## config.mk

```make
export PLATFORM = sky130hd
export DESIGN_NAME = serial_adder_ctrl
export DESIGN_NICKNAME = d
export VERILOG_FILES = /design/src/rtl/serial_adder_pkg.sv /design/src/rtl/serial_adder_ctrl_full_adder_cell.sv /design/src/rtl/serial_adder_ctrl.sv
export SDC_FILE = /design/constraint.sdc
export NUM_CORES = 1
export LEC_CHECK = 0
export BUFFER_PORTS_ARGS = -buffer_cell sky130_fd_sc_hd__clkbuf_2
export CAP_MARGIN = 25
export CELL_PAD_IN_SITES_DETAIL_PLACEMENT = 0
export CELL_PAD_IN_SITES_GLOBAL_PLACEMENT = 2
export CORE_MARGIN = 3
export CORE_UTILIZATION = 36
export DETAILED_ROUTE_END_ITERATION = 10
export GPL_TIMING_DRIVEN = 1
export PLACE_DENSITY_LB_ADDON = 0.1
export SLEW_MARGIN = 20
export SYNTH_ARGS = -nofsm -noshare
export SYNTH_HDL_FRONTEND = slang
export SYNTH_HIERARCHICAL = 1
export SYNTH_SLANG_ARGS = --single-unit
```

## constraint.sdc

```tcl
create_clock -name clk -period 2.3 [get_ports clk]
set_clock_uncertainty 0.2 [all_clocks]
set_input_delay 0.46 -clock clk [delete_from_list [all_inputs] [get_ports clk]]
set_output_delay 0.46 -clock clk [all_outputs]
set_load 0.005 [all_outputs]
```

## src/rtl/serial_adder_pkg.sv

```systemverilog
// Shared types and limits for the bit-serial adder controller.
// Build option: SERIAL_ADDER_OVF_EN adds a signed-overflow output to serial_adder_ctrl.
package serial_adder_pkg;

    typedef enum logic [1:0] {
        IDLE = 2'b00,
        RUN  = 2'b01,
        DONE = 2'b10
    } state_t;

    localparam int WIDTH_MIN = 2;
    localparam int WIDTH_MAX = 32;

endpackage

```

## src/rtl/serial_adder_ctrl_full_adder_cell.sv

```systemverilog
// Gate-level full adder: two half adders whose carries are merged by an OR gate.
// This is the only arithmetic in the serial adder; the controller reuses it every bit.
module half_adder (
    input  logic a,
    input  logic b,
    output logic sum,
    output logic carry
);

    xor g_sum   (sum, a, b);
    and g_carry (carry, a, b);

endmodule

module full_adder_cell (
    input  logic a,
    input  logic b,
    input  logic cin,
    output logic sum,
    output logic carry
);

    logic w_s1;
    logic w_c1;
    logic w_c2;

    half_adder u_ha0 (.a(a),    .b(b),   .sum(w_s1), .carry(w_c1));
    half_adder u_ha1 (.a(w_s1), .b(cin), .sum(sum),  .carry(w_c2));

    or g_carry (carry, w_c1, w_c2);

endmodule

```

## src/rtl/serial_adder_ctrl.sv

```systemverilog
// Bit-serial adder controller: one full-adder cell sequenced LSB first over WIDTH clocks.
// Build option: SERIAL_ADDER_OVF_EN adds output ovf (two's-complement overflow).
module serial_adder_ctrl
    import serial_adder_pkg::*;
#(
    parameter int WIDTH = 8
) (
    input  logic             clk,
    input  logic             rst_n,
    input  logic             start,
    input  logic [WIDTH-1:0] a,
    input  logic [WIDTH-1:0] b,
    input  logic             cin,
    output logic [WIDTH-1:0] result,
    output logic             cout,
`ifdef SERIAL_ADDER_OVF_EN
    output logic             ovf,
`endif
    output logic             busy,
    output logic             done
);

    localparam int CW = $clog2(WIDTH);

    state_t           r_state;
    state_t           w_next;
    logic             w_accept;
    logic             w_last;
    logic [WIDTH-1:0] r_opa;
    logic [WIDTH-1:0] r_opb;
    logic [WIDTH-1:0] r_result;
    logic [CW-1:0]    r_cnt;
    logic             r_carry;
    logic             r_cout;
    logic             r_busy;
    logic             r_done;
    logic             w_sum;
    logic             w_carry;

    full_adder_cell u_fa (
        .a     (r_opa[0]),
        .b     (r_opb[0]),
        .cin   (r_carry),
        .sum   (w_sum),
        .carry (w_carry)
    );

    assign w_last = (r_cnt == CW'(WIDTH - 1));

    // Next-state decode; start is only honoured in IDLE.
    always_comb begin
        w_next   = r_state;
        w_accept = 1'b0;
        case (r_state)
            IDLE: begin
                if (start) begin
                    w_next   = RUN;
                    w_accept = 1'b1;
                end else begin
                    w_next   = IDLE;
                end
            end
            RUN: begin
                if (w_last) begin
                    w_next = DONE;
                end else begin
                    w_next = RUN;
                end
            end
            DONE:    w_next = IDLE;
            default: w_next = IDLE;
        endcase
    end

    // State register.
    always_ff @(posedge clk or negedge rst_n) begin
        if (!rst_n) begin
            r_state <= IDLE;
        end else begin
            r_state <= w_next;
        end
    end

    // Handshake flags registered from the next state so they line up with it.
    always_ff @(posedge clk or negedge rst_n) begin
        if (!rst_n) begin
            r_busy <= 1'b0;
            r_done <= 1'b0;
        end else begin
            r_busy <= (w_next == RUN);
            r_done <= (w_next == DONE);
        end
    end

    // Operand capture, per-bit shifting and result assembly (sum enters at the MSB).
    always_ff @(posedge clk or negedge rst_n) begin
        if (!rst_n) begin
            r_opa    <= '0;
            r_opb    <= '0;
            r_result <= '0;
            r_cnt    <= '0;
            r_carry  <= 1'b0;
            r_cout   <= 1'b0;
        end else if (w_accept) begin
            r_opa    <= a;
            r_opb    <= b;
            r_result <= '0;
            r_cnt    <= '0;
            r_carry  <= cin;
            r_cout   <= 1'b0;
        end else if (r_state == RUN) begin
            r_opa    <= {1'b0, r_opa[WIDTH-1:1]};
            r_opb    <= {1'b0, r_opb[WIDTH-1:1]};
            r_result <= {w_sum, r_result[WIDTH-1:1]};
            r_cnt    <= r_cnt + CW'(1);
            r_carry  <= w_carry;
            if (w_last) begin
                r_cout <= w_carry;
            end else begin
                r_cout <= r_cout;
            end
        end else begin
            r_opa    <= r_opa;
            r_opb    <= r_opb;
            r_result <= r_result;
            r_cnt    <= r_cnt;
            r_carry  <= r_carry;
            r_cout   <= r_cout;
        end
    end

`ifdef SERIAL_ADDER_OVF_EN
    logic r_ovf;

    // Signed overflow: carry into the MSB differs from the carry out of it.
    always_ff @(posedge clk or negedge rst_n) begin
        if (!rst_n) begin
            r_ovf <= 1'b0;
        end else if (w_accept) begin
            r_ovf <= 1'b0;
        end else if ((r_state == RUN) && w_last) begin
            r_ovf <= r_carry ^ w_carry;
        end else begin
            r_ovf <= r_ovf;
        end
    end

    assign ovf = r_ovf;
`endif

    assign result = r_result;
    assign cout   = r_cout;
    assign busy   = r_busy;
    assign done   = r_done;

endmodule

```

**Word-level counts from Yosys, hierarchy flattened**

Cells that the tools add are included.

- Bits in registers: 33
- Input bits: 20
- Word-level logic and storage cells: 41
- Output and inout port bits: 11

- Mux-type cells: 18
- Equal/unequal tests: 4
- Bitwise logic cells: 5
- Add/sub/neg operators: 1
- Reduce and logical (&&, ||, !) cells: 4

Operators with widths:

| operator | number |
|---|---|
| $mux 8 | 6 |
| $mux 1 | 8 |
| $mux 3 | 2 |
| $eq 2x1->1 const B | 2 |
| $pmux 2 s2 | 1 |
| $reduce_bool 2->1 | 2 |
| $add 3x1->3 const B | 1 |
| $eq 3x3->1 const B | 1 |
| $and 1x1->1 | 2 |
| $eq 2x2->1 const B | 1 |
| $logic_not 2->1 | 1 |
| $mux 2 | 1 |
| $reduce_and 2->1 | 1 |
| $xor 1x1->1 | 2 |
| $or 1x1->1 | 1 |

**Depth between registers and ports, before layout**

- Word-level depth: 6
- Depth in mapped cells: 5
- Mapped depth without buffers: 5

**Cells and area by module**

Netlist, hierarchy kept.

Modules (own cells, without submodules):

| module | cells an instance | area each (um^2) | times used | seq. area each (um^2) |
|---|---|---|---|---|
| serial_adder_ctrl | 107 | 1483.9 | 1 | 825.8 |
| half_adder | 1 | 12.5 | 2 | 0.0 |
| full_adder_cell | 1 | 6.3 | 1 | 0.0 |

**Least setup slack after synthesis**

OpenSTA, ideal clock, no wires.

- Path kind: register -> register
- Start: register r_opa[0]
- End: register r_carry
- Path buffers: 0
- Clock period less this slack: 1.647 ns
- Setup time: 0.123 ns
- Path slack: 0.653 ns
- Stages on the path, launching flop included: 5
- Data arrival time: 1.324 ns
- Required time: 1.977 ns
- Path through: dfrtp_1 > ha_1 > ha_1 > or2_1 > o221a_2

- Longest elaborated chain between the ends: 5

RTL lines:

| what | line | text |
|---|---|---|
| from (decl) | serial_adder_ctrl.sv:29 | `logic [WIDTH-1:0] r_opa;` |
| from (signal assigned) | serial_adder_ctrl.sv:112 | `r_opa <= {1'b0, r_opa[WIDTH-1:1]};` |
| from (signal assigned) | serial_adder_ctrl.sv:123 | `r_opa <= r_opa;` |
| $xor 1x1->1 | serial_adder_ctrl_full_adder_cell.sv:10 | `xor g_sum (sum, a, b);` |
| named net u_fa.w_s1 | serial_adder_ctrl_full_adder_cell.sv:23 | `logic w_s1;` |
| $and 1x1->1 | serial_adder_ctrl_full_adder_cell.sv:11 | `and g_carry (carry, a, b);` |
| named net u_fa.w_c2 | serial_adder_ctrl_full_adder_cell.sv:25 | `logic w_c2;` |
| $or 1x1->1 | serial_adder_ctrl_full_adder_cell.sv:30 | `or g_carry (carry, w_c1, w_c2);` |
| named net w_carry | serial_adder_ctrl.sv:38 | `logic w_carry;` |
| $mux 1 | serial_adder_ctrl.sv:111 | `end else if (r_state == RUN) begin` |
| $mux 1 | serial_adder_ctrl.sv:104 | `end else if (w_accept) begin` |
| to (signal assigned) | serial_adder_ctrl.sv:109 | `r_carry <= cin;` |
| to (signal assigned) | serial_adder_ctrl.sv:116 | `r_carry <= w_carry;` |
| to (signal assigned) | serial_adder_ctrl.sv:127 | `r_carry <= r_carry;` |
| to (decl) | serial_adder_ctrl.sv:33 | `logic r_carry;` |

The timed path passes the listed nets, and every way through them passes these cells. The select of a mux whose other input is x is not followed.
A chain may end at the register's enable or synchronous reset.

**Final worst setup path**

- Start: register r_state[1]
- End: register r_result[1], in the netlist result[1]

- Longest elaborated chain between the ends: 3

RTL lines:

| what | line | text |
|---|---|---|
| from (decl) | serial_adder_ctrl.sv:25 | `state_t r_state;` |
| from (signal assigned) | serial_adder_ctrl.sv:80 | `r_state <= w_next;` |
| $logic_not 2->1 | serial_adder_ctrl.sv:54 | `case (r_state)` |
| $mux 1 | serial_adder_ctrl.sv:54 |  |
| $mux 8 or $reduce_bool 2->1 (tied branches) | -- |  |
| to (signal assigned) | serial_adder_ctrl.sv:114 | `r_result <= {w_sum, r_result[WIDTH-1:1]};` |
| to (signal assigned) | serial_adder_ctrl.sv:125 | `r_result <= r_result;` |
| to (decl) | serial_adder_ctrl.sv:31 | `logic [WIDTH-1:0] r_result;` |

Several ways; a longest one is shown, not always the timed one.

==> metrics.cfg <==
[die]
die_width_um = 70.88
rows = 22
core_area_um2 = 3854
die_h_um = 70.88
initial_core_util_pct = 39.32
ios = 31
die_area_um2 = 5023

[pwr]
intPower_uw = 1607
p_clk_share_pct = 20.0
leakage_uw = 0.0008404
combPwrFrac_pct = 37.4
switchingPower_uw = 769.9
switching_share_pct = 32.39
power_density_nw_per_um2 = 1312
seqPwrFrac_pct = 42.6
peakVddDrop_mv = 0.5374

[drt]
drt_iter0_drc = 67
antenna_left = 0
post-route-drc-count = 0
route.vias.total = 1053
vias_per_cell = 5.484
dr.pass1.iters = 4
wl_um = 3212
post_drt_wl_per_cell_um = 16.73

[worst_setup_path]
arrival_ns = 1.88
crit_required_ns = 2.32
cpMaxStageDelayCell = nor2b_1
worstPathMaxFanout = 14
cp_cell_sequence = buf_4 > nor2b_1 > a22o_1
crit_end = result[1]$_DFFE_PN0P_
critPathKind = flip-flop to flip-flop
timing.rr.start = r_state[1]$_DFF_PN0_
start_kind = flip-flop
reg2reg_depth = 3
cp-end-kind = flip-flop
rrSetupSlack_ns = 0.44
critPathLaunch = r_state[1]$_DFF_PN0_
timing.rr.end = result[1]$_DFFE_PN0P_
slowest_delay_ns = 0.61

[clocking]
clockBufferDepth = 2
numCtsBuffers = 5
insertion_delay_ns = 0.28
h-tree-depth = 2
clockRootBuffer = clkbuf_8
cts.clk_slew.worst_paths_ns = 0.07
cts.sinks = 33
cts_tree = done

[placement]
place_congestion = 0.6952
dp_hpwl_um = 2193
placed_area_um2 = 1700
port_buffers = 30

[logic_synthesis]
synth_seq_area_share_pct = 54.50
synth-compound-area-share_pct = 20.73
synthMuxAreaShare_pct = 0.6606
syn_area_um2 = 1515
synthCells = 110
synth_top_family_by_area = compound AO/OA/AOI/OAI gates
synthAdderAreaFrac_pct = 3.303
synthSimpleGateAreaFrac_pct = 15.94
syn_nets = 134
synth_cell_types = 27
synth_xor_area_share_pct = 0
synth-seq-cells = 33
ys_warn_count = 6
synth_area_per_cell_um2 = 13.77

[global_route]
grtUsageTotal_pct = 14.54
grt_overflow = 0
grt_antenna_before_repair = 0
grt_pass1_vias = 1057
grt_pass1_wl_um = 5547
grt_max_degree = 23

[layout]
syn_to_final_growth_pct = 19.57
drive_gt1_share_pct = 43.06
diodes = 0
fin_nets = 167
n_fill_cell = 371
finalInstanceArea_um2 = 1812

[sta]
final.period_utilization_pct = 80.76
max_slew_margin_pct = 48.58
finalHoldViolCount = 0
fmax_ghz = 0.5384
post-route-min-period_ns = 1.857
rsz0062_at_grt = false
report.final.slew_viol_count = 0
tightestPinTransition_ns = 0.7697
finalSetupTns_ns = 0
finalSetupViolCount = 0

[worst_hold_path]
min_path_type = flip-flop to flip-flop

[outcome]
outcome = completed

[run]
cap_viol_max_count = 0

[sequential cells by signal (all words and copies together), names as in the netlist]
signal,cells
r_carry,1
busy,1
r_cnt,3
cout,1
done,1
r_state,2
result,8
r_opb,8
r_opa,8
[kinds of logic after synthesis]
group	Yosys count
adder cells (fa/ha/maj)	4
AND/OR/NAND/NOR	28
multiplexers	1
AO/OA/AOI/OAI	32
buffers and inverters	12
flip-flops	33
[per-layer routing]
layer	GRT usage [%]	vias to the layer above	share of wire, %
met5	0	-	0
met1	20.21	522	48
met4	5.637	0	0.56
met2	20.49	21	46
met3	5.398	2	4.8
li1	-	508	-
[worst min path at each step]
stage	start	end	slack, ns	cells after the start
after detailed placement	rst_n	r_opb[3]$_DFFE_PN0P_	0.24	1
after global placement	rst_n	r_opb[4]$_DFFE_PN0P_	0.23	1
after CTS	r_cnt[0]$_DFFE_PN0P_	r_cnt[0]$_DFFE_PN0P_	0.30	1
after floorplan	rst_n	busy$_DFF_PN0_	-0.04	0
final	r_cnt[0]$_DFFE_PN0P_	r_cnt[0]$_DFFE_PN0P_	0.30	1
after global routing	r_cnt[1]$_DFFE_PN0P_	r_cnt[1]$_DFFE_PN0P_	0.32	1
[worst max-delay path: cells and delay by family, from the launching register on]
family,cells,cell delay [ns]
simple gates,1,0.61
buf+inv,1,0.23
compound gates,1,0.26
flops,1,0.50
[cells in the final DEF, fill, tap and decap left out, types with 4 or more instances in the layout]
| cell | n |
|---|---|
| o221a_2 | 15 |
| clkbuf_8 | 7 |
| ha_1 | 4 |
| buf_4 | 6 |
| a22o_1 | 10 |
| clkbuf_2 | 30 |
| dfrtp_1 | 33 |
| or4b_1 | 14 |
[power by group through the flow]
| stage | registers, uW | logic (uW) | clock network [uW] |
|---|---|---|---|
| 5_1_grt | 1050 | 1010 | 530 |
| 6_report | 1010 | 888 | 475 |
| 4_1_cts | 1010 | 909 | 492 |
| 2_1_floorplan | 989 | 681 | 0 |
| 3_5_place_dp | 1020 | 902 | 0 |
| 3_3_place_gp | 1010 | 880 | 0 |
[area by class of cell]
cell class                 count  area, um^2  area share [%]
clock buffer                   7       96.34           5.318
clock inverter                 1       5.005          0.2762
inverter                       1       3.754          0.2072
multi-input combinational     65       615.6           33.98
sequential                    33       825.8           45.58
tap                           48       60.06           3.315
timing repair buffer          37       205.2           11.33
[synth_stat cells]
library cell	n	area [um^2]
buf_4	2	15.01
and2_1	2	12.51
nor4bb_1	2	20.02
o221a_2	15	168.9
mux2i_1	1	10.01
o221ai_1	1	8.760
or4b_1	14	140.1
clkbuf_1	2	7.510
ha_1	4	50.05
nand2_1	1	3.750
or4b_2	1	10.01
nand3b_1	1	7.510
nor3b_1	2	15.01
clkbuf_2	1	5.000
or2_1	1	6.260
a21oi_1	2	10.01
nand2b_1	2	12.51
dfrtp_1	33	825.8
buf_6	2	22.52
a22o_1	10	87.58
or2b_1	1	7.510
buf_2	4	20.02
o21bai_2	1	11.26
o21ba_2	1	10.01
nor2b_1	1	6.260
inv_1	1	3.750
a211o_1	2	17.52
[per-stage QoR]
step	worst slack, ns	power [uW]	cells	utilization, %	hold WS [ns]
after CTS	0.3955	2412	192	47.01	0.2990
after global routing	0.2539	2591	192	47.01	0.3182
after global placement	0.4673	1894	183	44.12	0.2317
after detailed placement	0.4267	1922	183	44.12	0.2411
final	0.4426	2377	192	47.01	0.2957
after floorplan	0.6535	1669	110	-	-0.03559
[timing repair]
| action | CTS | global route |
|---|---|---|
| resized for setup | 0 | 0 |
| endpoints found under the hold margin | 17 | 0 |
| setup endpoints to repair | 0 | 0 |
| hold buffers | 1 | 0 |
| setup buffers | 0 | 0 |
Note: power is estimated with default switching activity, not from simulation.
